<file path="config.mk">
export PLATFORM = sky130hd
export DESIGN_NAME = com_arq_flat
export DESIGN_NICKNAME = d
export VERILOG_FILES = /design/src/rtl/com_pkg.sv /design/src/rtl/com_arq_if.sv /design/src/rtl/com_arq_timer.sv /design/src/rtl/com_arq.sv /design/src/flat_wrapper.sv
export SDC_FILE = /design/constraint.sdc
export NUM_CORES = 1
export LEC_CHECK = 0
export ABC_AREA = 1
export ABC_CLOCK_PERIOD_IN_PS = 3050
export CORE_MARGIN = 2
export CORE_UTILIZATION = 51
export DETAILED_ROUTE_END_ITERATION = 10
export PLACE_DENSITY = 0.94
export SLEW_MARGIN = 30
export SYNTH_ARGS = -nofsm -noshare
export SYNTH_HDL_FRONTEND = slang
export SYNTH_HIERARCHICAL = 1
export SYNTH_SLANG_ARGS = --single-unit
</file>
<file path="constraint.sdc">
create_clock -name clk -period 3.05 [get_ports clk]
set_input_delay 0.61 -clock clk [delete_from_list [all_inputs] [get_ports clk]]
set_output_delay 0.61 -clock clk [all_outputs]
set_load 0.01 [all_outputs]
</file>
<file path="src/rtl/com_pkg.sv">
// Shared types for the com link sequencer: packet type codes, FSM states, result codes.
package com_pkg;

  localparam logic [3:0] BAG_INIT   = 4'b0000;
  localparam logic [3:0] BAG_ACK    = 4'b0001;
  localparam logic [3:0] BAG_NAK    = 4'b0010;
  localparam logic [3:0] BAG_STL    = 4'b0011;
  localparam logic [3:0] BAG_DIDX   = 4'b0101;
  localparam logic [3:0] BAG_DPARAM = 4'b0110;
  localparam logic [3:0] BAG_DDIDX  = 4'b0111;
  localparam logic [3:0] BAG_DLINK  = 4'b1000;
  localparam logic [3:0] BAG_DTYPE  = 4'b1001;
  localparam logic [3:0] BAG_DTEMP  = 4'b1010;
  localparam logic [3:0] BAG_DATA0  = 4'b1101;
  localparam logic [3:0] BAG_DATA1  = 4'b1110;
  localparam logic [3:0] BAG_ERROR  = 4'b1111;

  typedef enum logic [3:0] {
    MAIN_IDLE, MAIN_WAIT,
    SEND_PREP, SEND_DATA, RANS_WAIT, RANS_TAKE, RANS_DONE, SEND_DONE,
    READ_PREP, READ_DATA, WANS_PREP, WANS_DONE, READ_DONE
  } state_e;

  typedef enum logic [1:0] {
    RES_NONE = 2'd0,
    RES_ACK  = 2'd1,
    RES_NAK  = 2'd2,
    RES_TMO  = 2'd3
  } send_result_e;

  function automatic logic [15:0] sat_inc16(input logic [15:0] v);
    return (v == 16'hFFFF) ? v : v + 16'd1;
  endfunction

endpackage

</file>
<file path="src/rtl/com_arq_if.sv">
// Handshake bundle between the sequencer (slave) and its upper layer, framer and parser (master).
interface com_arq_if #(parameter int ADDR_W = 12);
  logic              fs_send, fd_send;
  logic [3:0]        send_btype;
  logic [ADDR_W-1:0] send_dlen, send_ram_init;
  logic [1:0]        send_result;
  logic [7:0]        send_tries;
  logic              fs_read, fd_read;
  logic [3:0]        read_btype;
  logic              fs_tx, fd_tx;
  logic [3:0]        tx_btype;
  logic [ADDR_W-1:0] tx_ram_init, tx_ram_rlen;
  logic              fs_rx, fd_rx;
  logic [3:0]        rx_btype;
`ifdef COM_ARQ_STAT_EN
  logic [15:0]       stat_retry, stat_timeout;
`endif

  modport slave (
    input  fs_send, send_btype, send_dlen, send_ram_init, fd_read, fd_tx, fs_rx, rx_btype,
`ifdef COM_ARQ_STAT_EN
    output stat_retry, stat_timeout,
`endif
    output fd_send, send_result, send_tries, fs_read, read_btype,
    output fs_tx, tx_btype, tx_ram_init, tx_ram_rlen, fd_rx
  );

  modport master (
    output fs_send, send_btype, send_dlen, send_ram_init, fd_read, fd_tx, fs_rx, rx_btype,
`ifdef COM_ARQ_STAT_EN
    input  stat_retry, stat_timeout,
`endif
    input  fd_send, send_result, send_tries, fs_read, read_btype,
    input  fs_tx, tx_btype, tx_ram_init, tx_ram_rlen, fd_rx
  );
endinterface

</file>
<file path="src/rtl/com_arq_timer.sv">
// Answer-wait timer: load clears, enable counts, expire flags the last cycle of the window.
module com_arq_timer #(
  parameter int TIMEOUT = 128
) (
  input  logic clk,
  input  logic rst,
  input  logic load_i,
  input  logic en_i,
  output logic expire_o
);
  localparam int CW = $clog2(TIMEOUT);

  logic [CW-1:0] cnt_q, cnt_d;

  always_comb begin
    cnt_d = cnt_q;
    if (load_i)    cnt_d = '0;
    else if (en_i) cnt_d = cnt_q + CW'(1);
  end

  always_ff @(posedge clk) begin
    if (rst) cnt_q <= '0;
    else     cnt_q <= cnt_d;
  end

  assign expire_o = en_i && (cnt_q == CW'(TIMEOUT - 1));
endmodule

</file>
<file path="src/rtl/com_arq.sv">
// Link-level send/receive sequencer with NAK/timeout retransmission and ACK/NAK answering.
// Optional statistics counters: define COM_ARQ_STAT_EN.
module com_arq
  import com_pkg::*;
#(
  parameter int TIMEOUT = 128,
  parameter int MAX_TRY = 16,
  parameter int ADDR_W  = 12
) (
  input logic      clk,
  input logic      rst,
  com_arq_if.slave bus
);
  state_e            state_q, goto_q;
  send_result_e      result_q;
  logic [7:0]        tries_q, nak_q;
  logic              deliver_q;
  logic [3:0]        tx_btype_q, read_btype_q;
  logic [ADDR_W-1:0] tx_init_q, tx_rlen_q;
  logic              expire, can_retry;

  com_arq_timer #(.TIMEOUT(TIMEOUT)) u_timer (
    .clk     (clk),
    .rst     (rst),
    .load_i  (state_q == SEND_DATA),
    .en_i    (state_q == RANS_WAIT),
    .expire_o(expire)
  );

  assign can_retry = tries_q < 8'(MAX_TRY);

`ifdef COM_ARQ_STAT_EN
  logic [15:0] stat_retry_q, stat_timeout_q;
  assign bus.stat_retry   = stat_retry_q;
  assign bus.stat_timeout = stat_timeout_q;
`endif

  always_ff @(posedge clk) begin
    if (rst) begin
      state_q      <= MAIN_IDLE;
      goto_q       <= MAIN_IDLE;
      result_q     <= RES_NONE;
      tries_q      <= '0;
      nak_q        <= '0;
      deliver_q    <= 1'b0;
      tx_btype_q   <= BAG_INIT;
      read_btype_q <= BAG_INIT;
      tx_init_q    <= '0;
      tx_rlen_q    <= '0;
`ifdef COM_ARQ_STAT_EN
      stat_retry_q   <= '0;
      stat_timeout_q <= '0;
`endif
    end else begin
      case (state_q)
        MAIN_IDLE: state_q <= MAIN_WAIT;
        MAIN_WAIT: begin
          if (bus.fs_send)    state_q <= SEND_PREP;
          else if (bus.fs_rx) state_q <= READ_PREP;
        end
        SEND_PREP: begin
          tx_btype_q <= bus.send_btype;
          tx_init_q  <= bus.send_ram_init;
          tx_rlen_q  <= bus.send_dlen;
          tries_q    <= 8'd1;
          result_q   <= RES_NONE;
          state_q    <= SEND_DATA;
        end
        SEND_DATA: if (bus.fd_tx) state_q <= RANS_WAIT;
        RANS_WAIT: begin
          // the timeout deliberately beats an answer arriving in the same cycle
          if (expire) begin
`ifdef COM_ARQ_STAT_EN
            stat_timeout_q <= sat_inc16(stat_timeout_q);
            if (can_retry) stat_retry_q <= sat_inc16(stat_retry_q);
`endif
            if (can_retry) begin
              tries_q <= tries_q + 8'd1;
              state_q <= SEND_DATA;
            end else begin
              result_q <= RES_TMO;
              state_q  <= SEND_DONE;
            end
          end else if (bus.fs_rx) begin
            state_q <= RANS_TAKE;
          end
        end
        RANS_TAKE: begin
          if (bus.rx_btype == BAG_ACK) begin
            goto_q   <= SEND_DONE;
            result_q <= RES_ACK;
          end else if (can_retry) begin
            goto_q  <= SEND_DATA;
            tries_q <= tries_q + 8'd1;
`ifdef COM_ARQ_STAT_EN
            stat_retry_q <= sat_inc16(stat_retry_q);
`endif
          end else begin
            goto_q   <= SEND_DONE;
            result_q <= RES_NAK;
          end
          state_q <= RANS_DONE;
        end
        RANS_DONE: if (!bus.fs_rx)   state_q <= goto_q;
        SEND_DONE: if (!bus.fs_send) state_q <= MAIN_WAIT;
        READ_PREP: state_q <= READ_DATA;
        READ_DATA: if (!bus.fs_rx)   state_q <= WANS_PREP;
        WANS_PREP: begin
          // once the NAK budget is spent the error packet is accepted and passed up
          if (bus.rx_btype == BAG_ERROR && nak_q < 8'(MAX_TRY - 1)) begin
            tx_btype_q <= BAG_NAK;
            nak_q      <= nak_q + 8'd1;
            deliver_q  <= 1'b0;
          end else begin
            tx_btype_q   <= BAG_ACK;
            deliver_q    <= 1'b1;
            read_btype_q <= bus.rx_btype;
            nak_q        <= '0;
          end
          tx_rlen_q <= '0;
          state_q   <= WANS_DONE;
        end
        WANS_DONE: if (bus.fd_tx)   state_q <= deliver_q ? READ_DONE : MAIN_WAIT;
        READ_DONE: if (bus.fd_read) state_q <= MAIN_WAIT;
        default:   state_q <= MAIN_IDLE;
      endcase
    end
  end

  assign bus.fd_send     = (state_q == SEND_DONE);
  assign bus.fs_tx       = (state_q == SEND_DATA) || (state_q == WANS_DONE);
  assign bus.fd_rx       = (state_q == READ_DATA) || (state_q == RANS_DONE);
  assign bus.fs_read     = (state_q == READ_DONE);
  assign bus.send_result = result_q;
  assign bus.send_tries  = tries_q;
  assign bus.tx_btype    = tx_btype_q;
  assign bus.tx_ram_init = tx_init_q;
  assign bus.tx_ram_rlen = tx_rlen_q;
  assign bus.read_btype  = read_btype_q;
endmodule

</file>
<file path="src/flat_wrapper.sv">
// flat-port wrapper written by rule: the top's interface ports become plain ports
module com_arq_flat import com_pkg::*;
#(
  parameter int TIMEOUT = 128,
  parameter int MAX_TRY = 16,
  parameter int ADDR_W  = 12
)
  (clk, rst, bus_fs_send, bus_send_btype, bus_send_dlen, bus_send_ram_init, bus_fd_read, bus_fd_tx, bus_fs_rx, bus_rx_btype, bus_fd_send, bus_send_result, bus_send_tries, bus_fs_read, bus_read_btype, bus_fs_tx, bus_tx_btype, bus_tx_ram_init, bus_tx_ram_rlen, bus_fd_rx);
  com_arq_if #(.ADDR_W(ADDR_W)) bus_i ();
  input logic clk;
  input logic rst;
  input wire logic [$bits(bus_i.fs_send)-1:0] bus_fs_send;
  input wire logic [$bits(bus_i.send_btype)-1:0] bus_send_btype;
  input wire logic [$bits(bus_i.send_dlen)-1:0] bus_send_dlen;
  input wire logic [$bits(bus_i.send_ram_init)-1:0] bus_send_ram_init;
  input wire logic [$bits(bus_i.fd_read)-1:0] bus_fd_read;
  input wire logic [$bits(bus_i.fd_tx)-1:0] bus_fd_tx;
  input wire logic [$bits(bus_i.fs_rx)-1:0] bus_fs_rx;
  input wire logic [$bits(bus_i.rx_btype)-1:0] bus_rx_btype;
  output wire logic [$bits(bus_i.fd_send)-1:0] bus_fd_send;
  output wire logic [$bits(bus_i.send_result)-1:0] bus_send_result;
  output wire logic [$bits(bus_i.send_tries)-1:0] bus_send_tries;
  output wire logic [$bits(bus_i.fs_read)-1:0] bus_fs_read;
  output wire logic [$bits(bus_i.read_btype)-1:0] bus_read_btype;
  output wire logic [$bits(bus_i.fs_tx)-1:0] bus_fs_tx;
  output wire logic [$bits(bus_i.tx_btype)-1:0] bus_tx_btype;
  output wire logic [$bits(bus_i.tx_ram_init)-1:0] bus_tx_ram_init;
  output wire logic [$bits(bus_i.tx_ram_rlen)-1:0] bus_tx_ram_rlen;
  output wire logic [$bits(bus_i.fd_rx)-1:0] bus_fd_rx;
  assign bus_i.fs_send = bus_fs_send;
  assign bus_i.send_btype = bus_send_btype;
  assign bus_i.send_dlen = bus_send_dlen;
  assign bus_i.send_ram_init = bus_send_ram_init;
  assign bus_i.fd_read = bus_fd_read;
  assign bus_i.fd_tx = bus_fd_tx;
  assign bus_i.fs_rx = bus_fs_rx;
  assign bus_i.rx_btype = bus_rx_btype;
  assign bus_fd_send = bus_i.fd_send;
  assign bus_send_result = bus_i.send_result;
  assign bus_send_tries = bus_i.send_tries;
  assign bus_fs_read = bus_i.fs_read;
  assign bus_read_btype = bus_i.read_btype;
  assign bus_fs_tx = bus_i.fs_tx;
  assign bus_tx_btype = bus_i.tx_btype;
  assign bus_tx_ram_init = bus_i.tx_ram_init;
  assign bus_tx_ram_rlen = bus_i.tx_ram_rlen;
  assign bus_fd_rx = bus_i.fd_rx;
  com_arq #(.TIMEOUT(TIMEOUT), .MAX_TRY(MAX_TRY), .ADDR_W(ADDR_W)) u_core (.clk(clk), .rst(rst), .bus(bus_i));
endmodule
</file>
Word level (Yosys, flattened, before mapping)
Index checks and enable logic that the tools add are counted.
{"block": "totals", "ff_bits": 66, "out_inout_bits": 46, "elab_cells": 84}
{"block": "classes", "addsub": 3, "n_lt_le_gt_ge": 2, "n_eq_ne": 27, "n_mux": 28, "n_bitwise": 1, "n_reduce_logical": 12}
{"cell": "case mux 4 bit (13 select lines)", "count": 1}
{"cell": "2-to-1 mux 4 bit", "count": 11}
{"cell": "2-to-1 mux 8 bit", "count": 4}
{"cell": "== test 4 bit, second input constant", "count": 6}
{"cell": "case mux 12 bit (2 select lines)", "count": 1}
{"cell": "case mux 8 bit (3 select lines)", "count": 1}
{"cell": "adder 8 x 1 -> 8 bit, second input constant", "count": 2}
{"cell": "== test 4 x 3 -> 1 bit, second input constant", "count": 4}
{"cell": "inequality test 2 bit, second input constant", "count": 8}
{"cell": "2-to-1 mux 2 bit", "count": 5}
{"cell": "== test 4 x 1 -> 1 bit, second input constant", "count": 2}
{"cell": "== test 4 x 2 -> 1 bit, second input constant", "count": 2}
{"cell": "less-than comparator 8 x 4 -> 1 bit, second input constant", "count": 1}
{"cell": "less-than comparator 8 x 5 -> 1 bit, second input constant", "count": 1}
{"cell": "case mux 4 bit (2 select lines)", "count": 1}
{"cell": "AND reduction 8 bit", "count": 1}
{"cell": "adder 7 x 1 -> 7 bit, second input constant", "count": 1}
{"cell": "== test 7 bit, second input constant", "count": 1}
{"cell": "2-to-1 mux 3 bit", "count": 2}
{"cell": "inequality test 3 bit, second input constant", "count": 2}
{"cell": "case mux 2 bit (3 select lines)", "count": 1}
{"cell": "zero test 4 bit", "count": 1}
{"cell": "AND reduction 4 bit", "count": 1}
{"cell": "inequality test 3 x 2 -> 1 bit, second input constant", "count": 1}
{"cell": "other kinds (10)", "count": 12}

Logic depth before layout (Yosys ltp)
Gate-level depths: netlist of the first run.
{"block": "logic_depth", "depth_word": 4, "ltp_mapped": 15, "mapped_depth_nobuf": 15}

Hierarchy
The synthesis of the first run kept the hierarchy.
{"module": "com_arq", "n_inst": 1, "cells_each": 353, "area_per_inst_um2": 2524.9, "seq_area_each_um2": 1141.1}
{"module": "com_arq_timer", "n_inst": 1, "cells_each": 42, "area_per_inst_um2": 305.3, "seq_area_each_um2": 140.1}

Worst setup path before layout of the first run
No wires, ideal clock.
{"block": "synth_path", "kind": "register -> register", "startpoint": "register u_core.state_q[1]", "endpoint": "register u_core.state_q[1]", "setup_time_ps": 116, "arrival_ps": 1846, "slack_ps": 1088, "path_stages_with_launch": 15, "path_buffers": 0, "synth_period_minus_slack_ps": 1962, "cell_sequence": "dfxtp_1 > inv_2 > nand2_2 > nor2_2 > nand3_1 > inv_1 > nand3_1 > inv_1 > nor2_1 > nand3_1 > nand2_1 > nor2_1 > nand2_1 > o21ai_0 > nor2_1"}
{"block": "synth_via", "elab_chain_cells": 4, "elab_cells_between_ends": 25, "classes_between": "20 x eq/ne; 2 x mux; 3 x reduce/logical"}
{"item": "start: declaration", "line": "com_arq.sv:14", "text": "state_e state_q, goto_q;"}
{"item": "start signal: assignment", "line": "com_arq.sv:104", "text": "RANS_DONE: if (!bus.fs_rx) state_q <= goto_q;"}
{"item": "start signal: assignment", "line": "com_arq.sv:123", "text": "WANS_DONE: if (bus.fd_tx) state_q <= deliver_q ? READ_DONE : MAIN_WAIT;"}
{"item": "== test 4 x 3 -> 1 bit (*)", "line": "com_arq.sv:26", "text": ".en_i (state_q == RANS_WAIT),"}
{"item": "logical AND 1 bit (*)", "line": "com_arq_timer.sv:26", "text": "assign expire_o = en_i && (cnt_q == CW'(TIMEOUT - 1));"}
{"item": "net u_core.expire", "line": "com_arq.sv:20", "text": "logic expire, can_retry;"}
{"item": "2-to-1 mux 4 bit or inequality test 3 x 2 -> 1 bit (tied branches)"}
{"item": "case mux 4 bit (13 select lines) or AND reduction 8 bit (tied branches)"}
Mark *: on every way through the listed nets, which the timed path passes. The rest lies on a longest branch.
A chain may end at the register's enable or synchronous reset.

Worst setup path in the final report of the first run
{"block": "layout_path", "startpoint": "register u_core.state_q[3]", "endpoint": "output bus_fd_rx"}
{"block": "layout_via", "elab_chain_cells": 2, "elab_cells_between_ends": 3, "classes_between": "2 x eq/ne; 1 x reduce/logical"}
{"item": "== test 4 bit or == test 4 x 3 -> 1 bit (tied branches)", "line": "com_arq.sv:132", "text": "assign bus.fd_rx = (state_q == READ_DATA) || (state_q == RANS_DONE);"}
{"item": "logical OR 1 bit (*)", "line": "com_arq.sv:132"}
{"item": "end: declaration", "line": "flat_wrapper.sv:29", "text": "output wire logic [$bits(bus_i.fd_rx)-1:0] bus_fd_rx;"}
Every way passes the cells marked *; elsewhere a longest branch is shown, timed or not.

==> metrics.txt, run 1 <==
Iteration-0 DRC Markers 220; placer congestion estimate 0.894; capturing element type of the critical path primary output; clock transition at the registers of the reported paths 0.07 ns; buffers from clock root to sink, at most 2; post-synthesis share of cell area spent on and, or, nand and nor gates 0.337; clock tree from TritonCTS built; area share of xor/xnor cells in the synthesized design 0.0124; Starting Density 0.520; cells on worst reg2reg path 16; Mapped Nets 436; Pins Over Slew Limit 0; main combinational cell family by area after synthesis simple AND/OR/NAND/NOR gates; P_leak 1.61 nW; number of global-route vias before repair 2697; number of port buffers 83; core region area 0.00544 mm2; top-level I/O count 84; clock skew 0.00699 ns; Final WS setup 0.521 ns; power per cell area 643 mW/mm2; max capacitance violation total 0; Synth Area per Inst 7.17 um2; warnings from Yosys 6; time the worst path needs with I/O delays and setup 2.53 ns; total number of placement rows 27; antenna violations before repair 0; die area 0.00616 mm2; IR drop worst, VDD 0.480 mV; Setup violations, final 0; actual slew at the worst max-slew pin 0.664 ns; total negative setup slack 0 ns; achievable clock frequency 395 MHz; hold violation count in the final report 0; CTS root buffer sky130_fd_sc_hd__clkbuf_8; Num Clock Sinks 64; count of cells resized by post-cts repair 0; number of antenna diodes 0; CTS HTree Levels 3; Synth Area in Adders 0.0133; global-route total usage across every layer 0.245; clock latency reported for the late side of the worst-skew pair 0.34 ns; cell depth of the worst hold path 2; met3 wire length 702 um; Seq cells post-synth 64; largest fanout on the critical path 7; total DRC errors in the routed layout 0; result of the run finished clean; global-route wire length before repair 11700 um; count of different cell masters after synthesis 31; origin of the critical flop-to-flop path u_core/state_q[1]; data arrival time of the worst path 1.92 ns; instance count of the mapped netlist 395; Critical Setup Path Class reg -> out; HPWL after detailed placement 5390 um; Max transition margin 0.557; final routed wire length divided by cell count 13.4 um; fraction of final layout cells sized beyond drive strength 1 0.0739; minimum setup slack after placement 0.817 ns; largest net degree at the start of global routing 25; Vias per Instance 5.20; Final period util 0.829; hold wc startpoint u_core/nak_q[5]; Routed Antenna Nets 0; Initial DRT Pass Iterations 5; portion of netlist area occupied by mux cells 0; RSZ-0062 raised after global routing no; compound-gate portion of the synthesized area 0.120; portion of the post-synthesis area used by sequential elements 0.453; Worst Hold Class reg -> reg; Critical Path RT 2.44 ns; Setup Buffers After CTS 0; DR WL met2 3600 um; vertical die dimension 78.5 um; DR vias 2906; number of buffers created by CTS 9; leftover overflow at the end of global routing 0; post-synthesis cell area 0.00283 mm2; total detailed-routing wirelength 7480 um; horizontal die dimension 78.5 um; met1 WL 2950 um; uppermost metal layer occupied by signal nets met4; layout-stage area growth over the synthesis result 37.8%; nature of the critical path startpoint register; hold-fix buffer count after cts 0; nets@finish 524; launch point of the critical path u_core/state_q[3]
-- registers in the layout, summed over array words and instances, names as in the netlist, 2 cells and up --
name and cells:
u_core/nak_q 8, u_core/bus.send_result 2, u_core/bus.send_tries 8, u_core/bus.tx_ram_init 12
u_core/state_q 4, u_core/bus.read_btype 4, u_core/bus.tx_ram_rlen 12, u_core/bus.tx_btype 4
u_core/goto_q 2, u_core/u_timer/cnt_q 7
-- logic make-up (layout without fill, tap and decap cells) --
logic type               after synthesis  count (layout)
AO/OA/AOI/OAI                         65              65
XOR/XNOR                               4               4
adder cells (fa/ha/maj)                3               3
buffers and inverters                 45             137
flip-flops                            64              64
AND/OR/NAND/NOR                      214             214
-- Yosys cell counts --
cell / number / share of area
sky130_fd_sc_hd__nor2_2: 2 / 0.0044
sky130_fd_sc_hd__clkbuf_1: 6 / 0.0080
sky130_fd_sc_hd__nand3_2: 1 / 0.0035
sky130_fd_sc_hd__nand2_2: 3 / 0.0066
sky130_fd_sc_hd__nor2_1: 72 / 0.095
sky130_fd_sc_hd__nand4_1: 4 / 0.0088
sky130_fd_sc_hd__o21bai_1: 1 / 0.0027
sky130_fd_sc_hd__nand3b_1: 1 / 0.0027
sky130_fd_sc_hd__and3_1: 1 / 0.0022
sky130_fd_sc_hd__clkinv_1: 1 / 0.0013
sky130_fd_sc_hd__xor2_1: 4 / 0.012
sky130_fd_sc_hd__nand3_1: 24 / 0.042
sky130_fd_sc_hd__buf_6: 1 / 0.0040
sky130_fd_sc_hd__a21oi_1: 33 / 0.058
sky130_fd_sc_hd__buf_2: 2 / 0.0035
sky130_fd_sc_hd__a21boi_1: 1 / 0.0027
sky130_fd_sc_hd__nor2_4: 3 / 0.012
sky130_fd_sc_hd__nor3b_1: 2 / 0.0053
sky130_fd_sc_hd__o211ai_1: 1 / 0.0027
sky130_fd_sc_hd__o21ai_0: 27 / 0.048
sky130_fd_sc_hd__inv_1: 30 / 0.040
sky130_fd_sc_hd__inv_2: 4 / 0.0053
sky130_fd_sc_hd__nor2_8: 2 / 0.014
sky130_fd_sc_hd__dfxtp_1: 64 / 0.45
sky130_fd_sc_hd__nand2_4: 2 / 0.0080
sky130_fd_sc_hd__o22ai_1: 1 / 0.0022
sky130_fd_sc_hd__nand2_1: 90 / 0.12
sky130_fd_sc_hd__buf_4: 1 / 0.0027
sky130_fd_sc_hd__nor3_1: 7 / 0.012
sky130_fd_sc_hd__o211a_1: 1 / 0.0035
sky130_fd_sc_hd__ha_1: 3 / 0.013
-- layout make-up --
cell class	instances	area [um2]
Timing Repair Buffer	87	861
Multi-Input combinational cell	286	1370
Tap cell	72	90.1
Sequential cell	64	1280
Clock inverter	4	20.0
Fill cell	449	1540
Inverter	35	131
Clock buffer	11	151
-- path summary, 6_finish.rpt --
path                        to  slack (ns)
max                  bus_fd_rx        0.52
max reg2reg  u_core/state_q[0]        0.76
min            u_core/nak_q[5]        0.45
min reg2reg    u_core/nak_q[5]        0.45
-- where the power goes --
| part | internal [mW] | switching [mW] | total (mW) |
|---|---|---|---|
| registers | 0.955 | 0.0989 | 1.05 |
| clock network | 0.329 | 0.313 | 0.642 |
| logic | 0.362 | 0.450 | 0.811 |
| total | 1.65 | 0.862 | 2.51 |
-- metrics by stage --
| step | hold WS, ns | power, mW | area, um2 | utilization | std cells |
|---|---|---|---|---|---|
| 3_3_place_gp | 0.431 | 1.85 | 3730 | 0.686 | 544 |
| 5_1_grt | 0.476 | 2.64 | 3900 | 0.717 | 559 |
| 4_1_cts | 0.454 | 2.51 | 3900 | 0.717 | 559 |
| 6_report | 0.453 | 2.51 | 3900 | 0.717 | 559 |
| 2_1_floorplan | 0.422 | 1.52 | 2830 | - | 395 |
| 3_5_place_dp | 0.442 | 1.87 | 3730 | 0.686 | 544 |
-- placed cells by master, fill, tap and decap left out, drive strengths merged --
master,count
xor2,4
a21oi,33
o211a,1
nand3,25
clkinv,5
o211ai,1
and3,1
nand4,4
nor3,7
buf,4
clkbuf,11
o22ai,1
nor3b,2
o21bai,1
dfxtp,64
o21ai,27
nand2,95
nor2,79
nand3b,1
inv,34
clkdlybuf4s50,83
ha,3
a21boi,1
-- critical path, cell delays in order, from the launching register on --
cell and delay [ns]:
sky130_fd_sc_hd__dfxtp_1 0.47, sky130_fd_sc_hd__inv_1 0.10, sky130_fd_sc_hd__nor2_2 0.28, sky130_fd_sc_hd__nand2_1 0.11, sky130_fd_sc_hd__nand2_1 0.09, sky130_fd_sc_hd__clkdlybuf4s50_1 0.53
-- routing by layer --
| layer | GRT usage | vias up |
|---|---|---|
| met5 | 0 | - |
| met4 | 0.172 | 0 |
| met3 | 0.0644 | 23 |
| met2 | 0.407 | 129 |
| met1 | 0.274 | 1311 |
| li1 | - | 1443 |
(Power assumes the default switching activity.)
==> run 2, diff against run 1 <==
--- a/config.mk
+++ b/config.mk
@@ -6,11 +6,11 @@
 export NUM_CORES = 1
 export LEC_CHECK = 0
 export ABC_AREA = 1
-export ABC_CLOCK_PERIOD_IN_PS = 3050
+export ABC_CLOCK_PERIOD_IN_PS = 2500
 export CORE_MARGIN = 2
-export CORE_UTILIZATION = 51
+export CORE_UTILIZATION = 47
 export DETAILED_ROUTE_END_ITERATION = 10
-export PLACE_DENSITY = 0.94
+export PLACE_DENSITY = 0.88
 export SLEW_MARGIN = 30
 export SYNTH_ARGS = -nofsm -noshare
 export SYNTH_HDL_FRONTEND = slang
==> constraint.sdc (replaced) <==
create_clock -name clk -period 2.5 [get_ports clk]
set_input_delay 0.5 -clock clk [delete_from_list [all_inputs] [get_ports clk]]
set_output_delay 0.5 -clock clk [all_outputs]
set_load 0.01 [all_outputs]
==> metrics.txt, run 2 (same netlist as run 1, synthesis figures left out) <==
Sw Ratio 0.320; nets@finish 524; placer congestion estimate 0.940; clock transition at the registers of the reported paths 0.06 ns; power per cell area 819 mW/mm2; global-route total usage across every layer 0.224; Critical Path RT 2.00 ns; clock latency reported for the late side of the worst-skew pair 0.34 ns; share of power burned in the clock network 0.300; total number of placement rows 28; vertical die dimension 81.6 um; die area 0.00666 mm2; Initial DRT Pass Iterations 4; Num Clock Sinks 64; number of global-route vias before repair 2606; leading cell type in the layout, fill and taps excluded sky130_fd_sc_hd__nand2_1; Iteration-0 DRC Markers 170; IR drop worst, VDD 0.622 mV; Max transition margin 0.539; Int Power 2.20 mW; nature of the critical path startpoint register; Routed Antenna Nets 0; time the worst path needs with I/O delays and setup 2.40 ns; Storage cell area 0.00128 mm2; buffers from clock root to sink, at most 2; P_leak 1.62 nW; Flop pwr share 0.398; total detailed-routing wirelength 7110 um; clock tree from TritonCTS built; global-route wire length before repair 11500 um; total DRC errors in the routed layout 0; result of the run finished clean; number of antenna diodes 0; CTS HTree Levels 3; leftover overflow at the end of global routing 0; actual slew at the worst max-slew pin 0.687 ns; achievable clock frequency 417 MHz; number of port buffers 83; hold-fix buffer count after cts 0; fraction of final layout cells sized beyond drive strength 1 0.0717; HPWL after detailed placement 5190 um; largest net degree at the start of global routing 28; max capacitance violation total 0; horizontal die dimension 81.6 um; data arrival time of the worst path 1.90 ns; capturing element type of the critical path primary output; top-level I/O count 84; total negative setup slack 0 ns; CTS root buffer sky130_fd_sc_hd__clkbuf_8; highest-count cells in the layout ignoring fill and taps 90 x sky130_fd_sc_hd__nand2_1, 83 x sky130_fd_sc_hd__clkdlybuf4s50_1, 72 x sky130_fd_sc_hd__nor2_1, 63 x sky130_fd_sc_hd__dfxtp_1, 33 x sky130_fd_sc_hd__a21oi_1; RSZ-0062 raised after global routing no; core region area 0.00589 mm2; antenna violations before repair 0; Worst Hold Class reg -> reg; final routed wire length divided by cell count 12.6 um; number of buffers created by CTS 9; layout-stage area growth over the synthesis result 39.5%; Fill cells 499; Final period util 0.960; largest fanout on the critical path 7; Starting Density 0.481; Pins Over Slew Limit 0; hold violation count in the final report 0; Setup violations, final 0; area of the multi-input gates 0.00137 mm2; Vias per Instance 5.02; clock skew 0.00926 ns; final core utilization 0.671; Critical Setup Path Class reg -> out; Switching Power 1.04 mW; DR vias 2827; Logic pwr share 0.303
run 2: layer usage:
metal / GRT usage / share of wire / up-vias
li1: - / - / 1445
met4: 0.122 / 0.018 / 0
met3: 0.0857 / 0.090 / 13
met5: 0 / 0 / -
met1: 0.269 / 0.43 / 1266
met2: 0.346 / 0.46 / 103
run 2: through the flow:
step / area (um2) / hold WS [ns] / setup slack, ns / total power, mW / cells
6_report: 3950 / 0.452 / 0.0999 / 3.23 / 563
5_1_grt: 3950 / 0.484 / 0.0134 / 3.41 / 563
4_1_cts: 3950 / 0.453 / 0.115 / 3.25 / 563
3_5_place_dp: 3730 / 0.443 / 0.438 / 2.27 / 547
3_3_place_gp: 3730 / 0.433 / 0.478 / 2.26 / 547
2_1_floorplan: 2830 / 0.422 / 0.538 / 1.86 / 395
run 2: final cells by class:
type                    instances  area share
clock buffers                  13      0.0377
clock inverters                 3      0.0165
inverters                      35      0.0333
multi-input cells             286       0.346
flip-flops and latches         64       0.325
well taps                      75      0.0238
repair buffers                 87       0.218
run 2: critical path, cell delays in order (launching register included):
cell and delay, ns:
sky130_fd_sc_hd__dfxtp_1 0.53, sky130_fd_sc_hd__inv_2 0.15, sky130_fd_sc_hd__nor2_8 0.16, sky130_fd_sc_hd__nand2_1 0.10
sky130_fd_sc_hd__nand2_1 0.10, sky130_fd_sc_hd__clkdlybuf4s50_1 0.53
run 2: final timing paths:
path | startpoint | to | slack [ns] | cells after the start
worst max register to register | u_core/state_q[1] | u_core/state_q[3] | 0.39 | 15
worst min register to register | u_core/nak_q[4] | u_core/nak_q[4] | 0.45 | 2
worst max-delay path | u_core/state_q[1] | bus_fd_rx | 0.1 | 5
worst min-delay path | u_core/nak_q[4] | u_core/nak_q[4] | 0.45 | 2
run 2: repair_timing:
item                                    in CTS  in global routing
gates resized for setup                      0                  1
setup buffers                                0                  0
endpoints found under the setup margin       0                  1
run 2: power groups by stage:
| stage | sequential [mW] | clock [mW] | combinational, mW |
|---|---|---|---|
| final | 1.29 | 0.969 | 0.979 |
| after CTS | 1.28 | 0.985 | 0.978 |
| after global placement | 1.30 | 0 | 0.956 |
| after global routing | 1.30 | 1.03 | 1.07 |
| after floorplan | 1.34 | 0 | 0.518 |
| after detailed placement | 1.30 | 0 | 0.969 |
==> run 3, diff against run 2 <==
--- a/config.mk
+++ b/config.mk
@@ -9,8 +9,10 @@
 export ABC_CLOCK_PERIOD_IN_PS = 2500
 export CORE_MARGIN = 2
 export CORE_UTILIZATION = 47
+export CTS_CLUSTER_SIZE = 8
 export DETAILED_ROUTE_END_ITERATION = 10
 export PLACE_DENSITY = 0.88
+export SETUP_SLACK_MARGIN = 0.2
 export SLEW_MARGIN = 30
 export SYNTH_ARGS = -nofsm -noshare
 export SYNTH_HDL_FRONTEND = slang
==> metrics.txt, run 3 (same netlist as run 1, synthesis figures left out) <==
origin of the critical flop-to-flop path u_core/state_q[3]; Fill cells 499; cells on worst reg2reg path 15; CTS HTree Levels 3; Final period util 0.897; HPWL after detailed placement 5190 um; clock latency reported for the late side of the worst-skew pair 0.34 ns; antenna violations before repair 0; placer congestion estimate 0.940; time the worst path needs with I/O delays and setup 2.24 ns; fraction of final layout cells sized beyond drive strength 1 0.0835; largest net degree at the start of global routing 28; Starting Density 0.481; Num Clock Sinks 64; layout-stage area growth over the synthesis result 40.6%; Final Power 3.26 mW; clock tree from TritonCTS built; final core utilization 0.676; leftover overflow at the end of global routing 0; vertical die dimension 81.6 um; highest-count cells in the layout ignoring fill and taps 90 x sky130_fd_sc_hd__nand2_1, 83 x sky130_fd_sc_hd__clkdlybuf4s50_1, 72 x sky130_fd_sc_hd__nor2_1, 60 x sky130_fd_sc_hd__dfxtp_1, 33 x sky130_fd_sc_hd__a21oi_1; horizontal die dimension 81.6 um; core region area 0.00589 mm2; hold violation count in the final report 0; capturing element type of the critical path primary output; launch point of the critical path u_core/state_q[2]; area of the multi-input gates 0.00137 mm2; power per cell area 819 mW/mm2; most frequent cell on the critical path sky130_fd_sc_hd__nand2_1; Initial DRT Pass Iterations 5; instance count after placement with tap cells included 547; total number of placement rows 28; slowest stage cell, crit path sky130_fd_sc_hd__clkdlybuf4s50_1; actual slew at the worst max-slew pin 0.683 ns; RSZ-0062 raised after global routing no; number of buffers created by CTS 9; largest fanout on the critical path 7; leading cell type in the layout, fill and taps excluded sky130_fd_sc_hd__nand2_1; global-route total usage across every layer 0.225; Storage cell area 0.00129 mm2; total detailed-routing wirelength 7240 um; top-level I/O count 84; number of port buffers 83; FF-to-FF End u_core/state_q[3]; end of the worst hold path u_core/nak_q[4]; final instance count without filler cells 566; data arrival time of the worst path 1.74 ns; minimum setup slack after placement 0.438 ns; tightest hold margin 0.452 ns; Reg2Reg Setup Slack 0.47 ns; result of the run finished clean; Routed Antenna Nets 0; Setup violations, final 0; Pins Over Slew Limit 0; total DRC errors in the routed layout 0; number of antenna diodes 0; largest incremental delay on the critical path 0.53 ns; Iteration-0 DRC Markers 187; clock transition at the registers of the reported paths 0.06 ns; Critical Path RT 2.00 ns; P_leak 1.64 nW; hold wc startpoint u_core/nak_q[4]; nature of the critical path startpoint register; achievable clock frequency 446 MHz; DR vias 2886; total placed instance area 0.00373 mm2; cell depth of the worst hold path 2; number of global-route vias before repair 2613; CTS root buffer sky130_fd_sc_hd__clkbuf_8; Critical Setup Path Class reg -> out; IR drop worst, VDD 0.626 mV; final non-filler cell area 0.00398 mm2; buffers from clock root to sink, at most 2; nets@finish 527; clock skew 0.00828 ns; Vias per Instance 5.10; max capacitance violation total 0; sequence of cells on the critical path inv_2 -> nor2_4 -> nand2_1 -> nand2_1 -> clkdlybuf4s50_1; Final WS setup 0.258 ns; Worst Hold Class reg -> reg; Max transition margin 0.542; total negative setup slack 0 ns; final routed wire length divided by cell count 12.8 um; global-route wire length before repair 11500 um; die area 0.00666 mm2
run 3: cell count changes in the layout (fill, tap and decap cells not counted):
| cell | before | now |
|---|---|---|
| sky130_fd_sc_hd__buf_4 | 4 | 7 |
| sky130_fd_sc_hd__dfxtp_2 | 1 | 2 |
| sky130_fd_sc_hd__dfxtp_4 | 0 | 2 |
| sky130_fd_sc_hd__dfxtp_1 | 63 | 60 |
run 3: how the worst max path moves through the flow:
stage                           endpoint  slack (ns)  cells after the start
3_5_place_dp   u_core/bus.send_result[0]        0.44                      8
6_report                       bus_fd_rx        0.26                      5
5_1_grt                        bus_fd_rx        0.18                      5
3_3_place_gp                   bus_fd_rx        0.48                      5
2_1_floorplan          u_core/state_q[1]        0.54                     14
4_1_cts                        bus_fd_rx        0.24                      5
run 3: where the power goes:
group / total, mW / internal [mW] / switching, mW
Sequential: 1.29 / 1.17 / 0.121
Combinational: 0.997 / 0.454 / 0.543
Clock: 0.969 / 0.589 / 0.380
run 3: layout make-up:
type / count / share of cell area
Sequential cell: 64 / 0.324
Clock inverter: 3 / 0.0163
Tap cell: 75 / 0.0236
Inverter: 35 / 0.0330
Clock buffer: 13 / 0.0374
Multi-Input combinational cell: 286 / 0.343
Timing Repair Buffer: 90 / 0.222
run 3: repair_timing:
action | 4_1_cts | 5_1_grt
buffers inserted | 0 | 3
pin swaps | 0 | 1
setup endpoints to repair | 2 | 7
hold buffers | 0 | 0
gates resized for setup | 3 | 3
endpoints found under the hold margin | 0 | 0
run 3: worst max-delay path, delay by kind of cell (launching register included):
kind / cells / cell delay, ns
buffers and inverters: 2 / 0.61
DFF: 1 / 0.41
and+or+nand+nor: 3 / 0.38
run 3: routing by layer:
layer / routed length, um / track usage / vias up
li1: - / - / 1454
met1: 3020 / 0.267 / 1289
met2: 3310 / 0.349 / 125
met3: 750 / 0.0890 / 18
met4: 161 / 0.122 / 0
met5: 0 / 0 / -
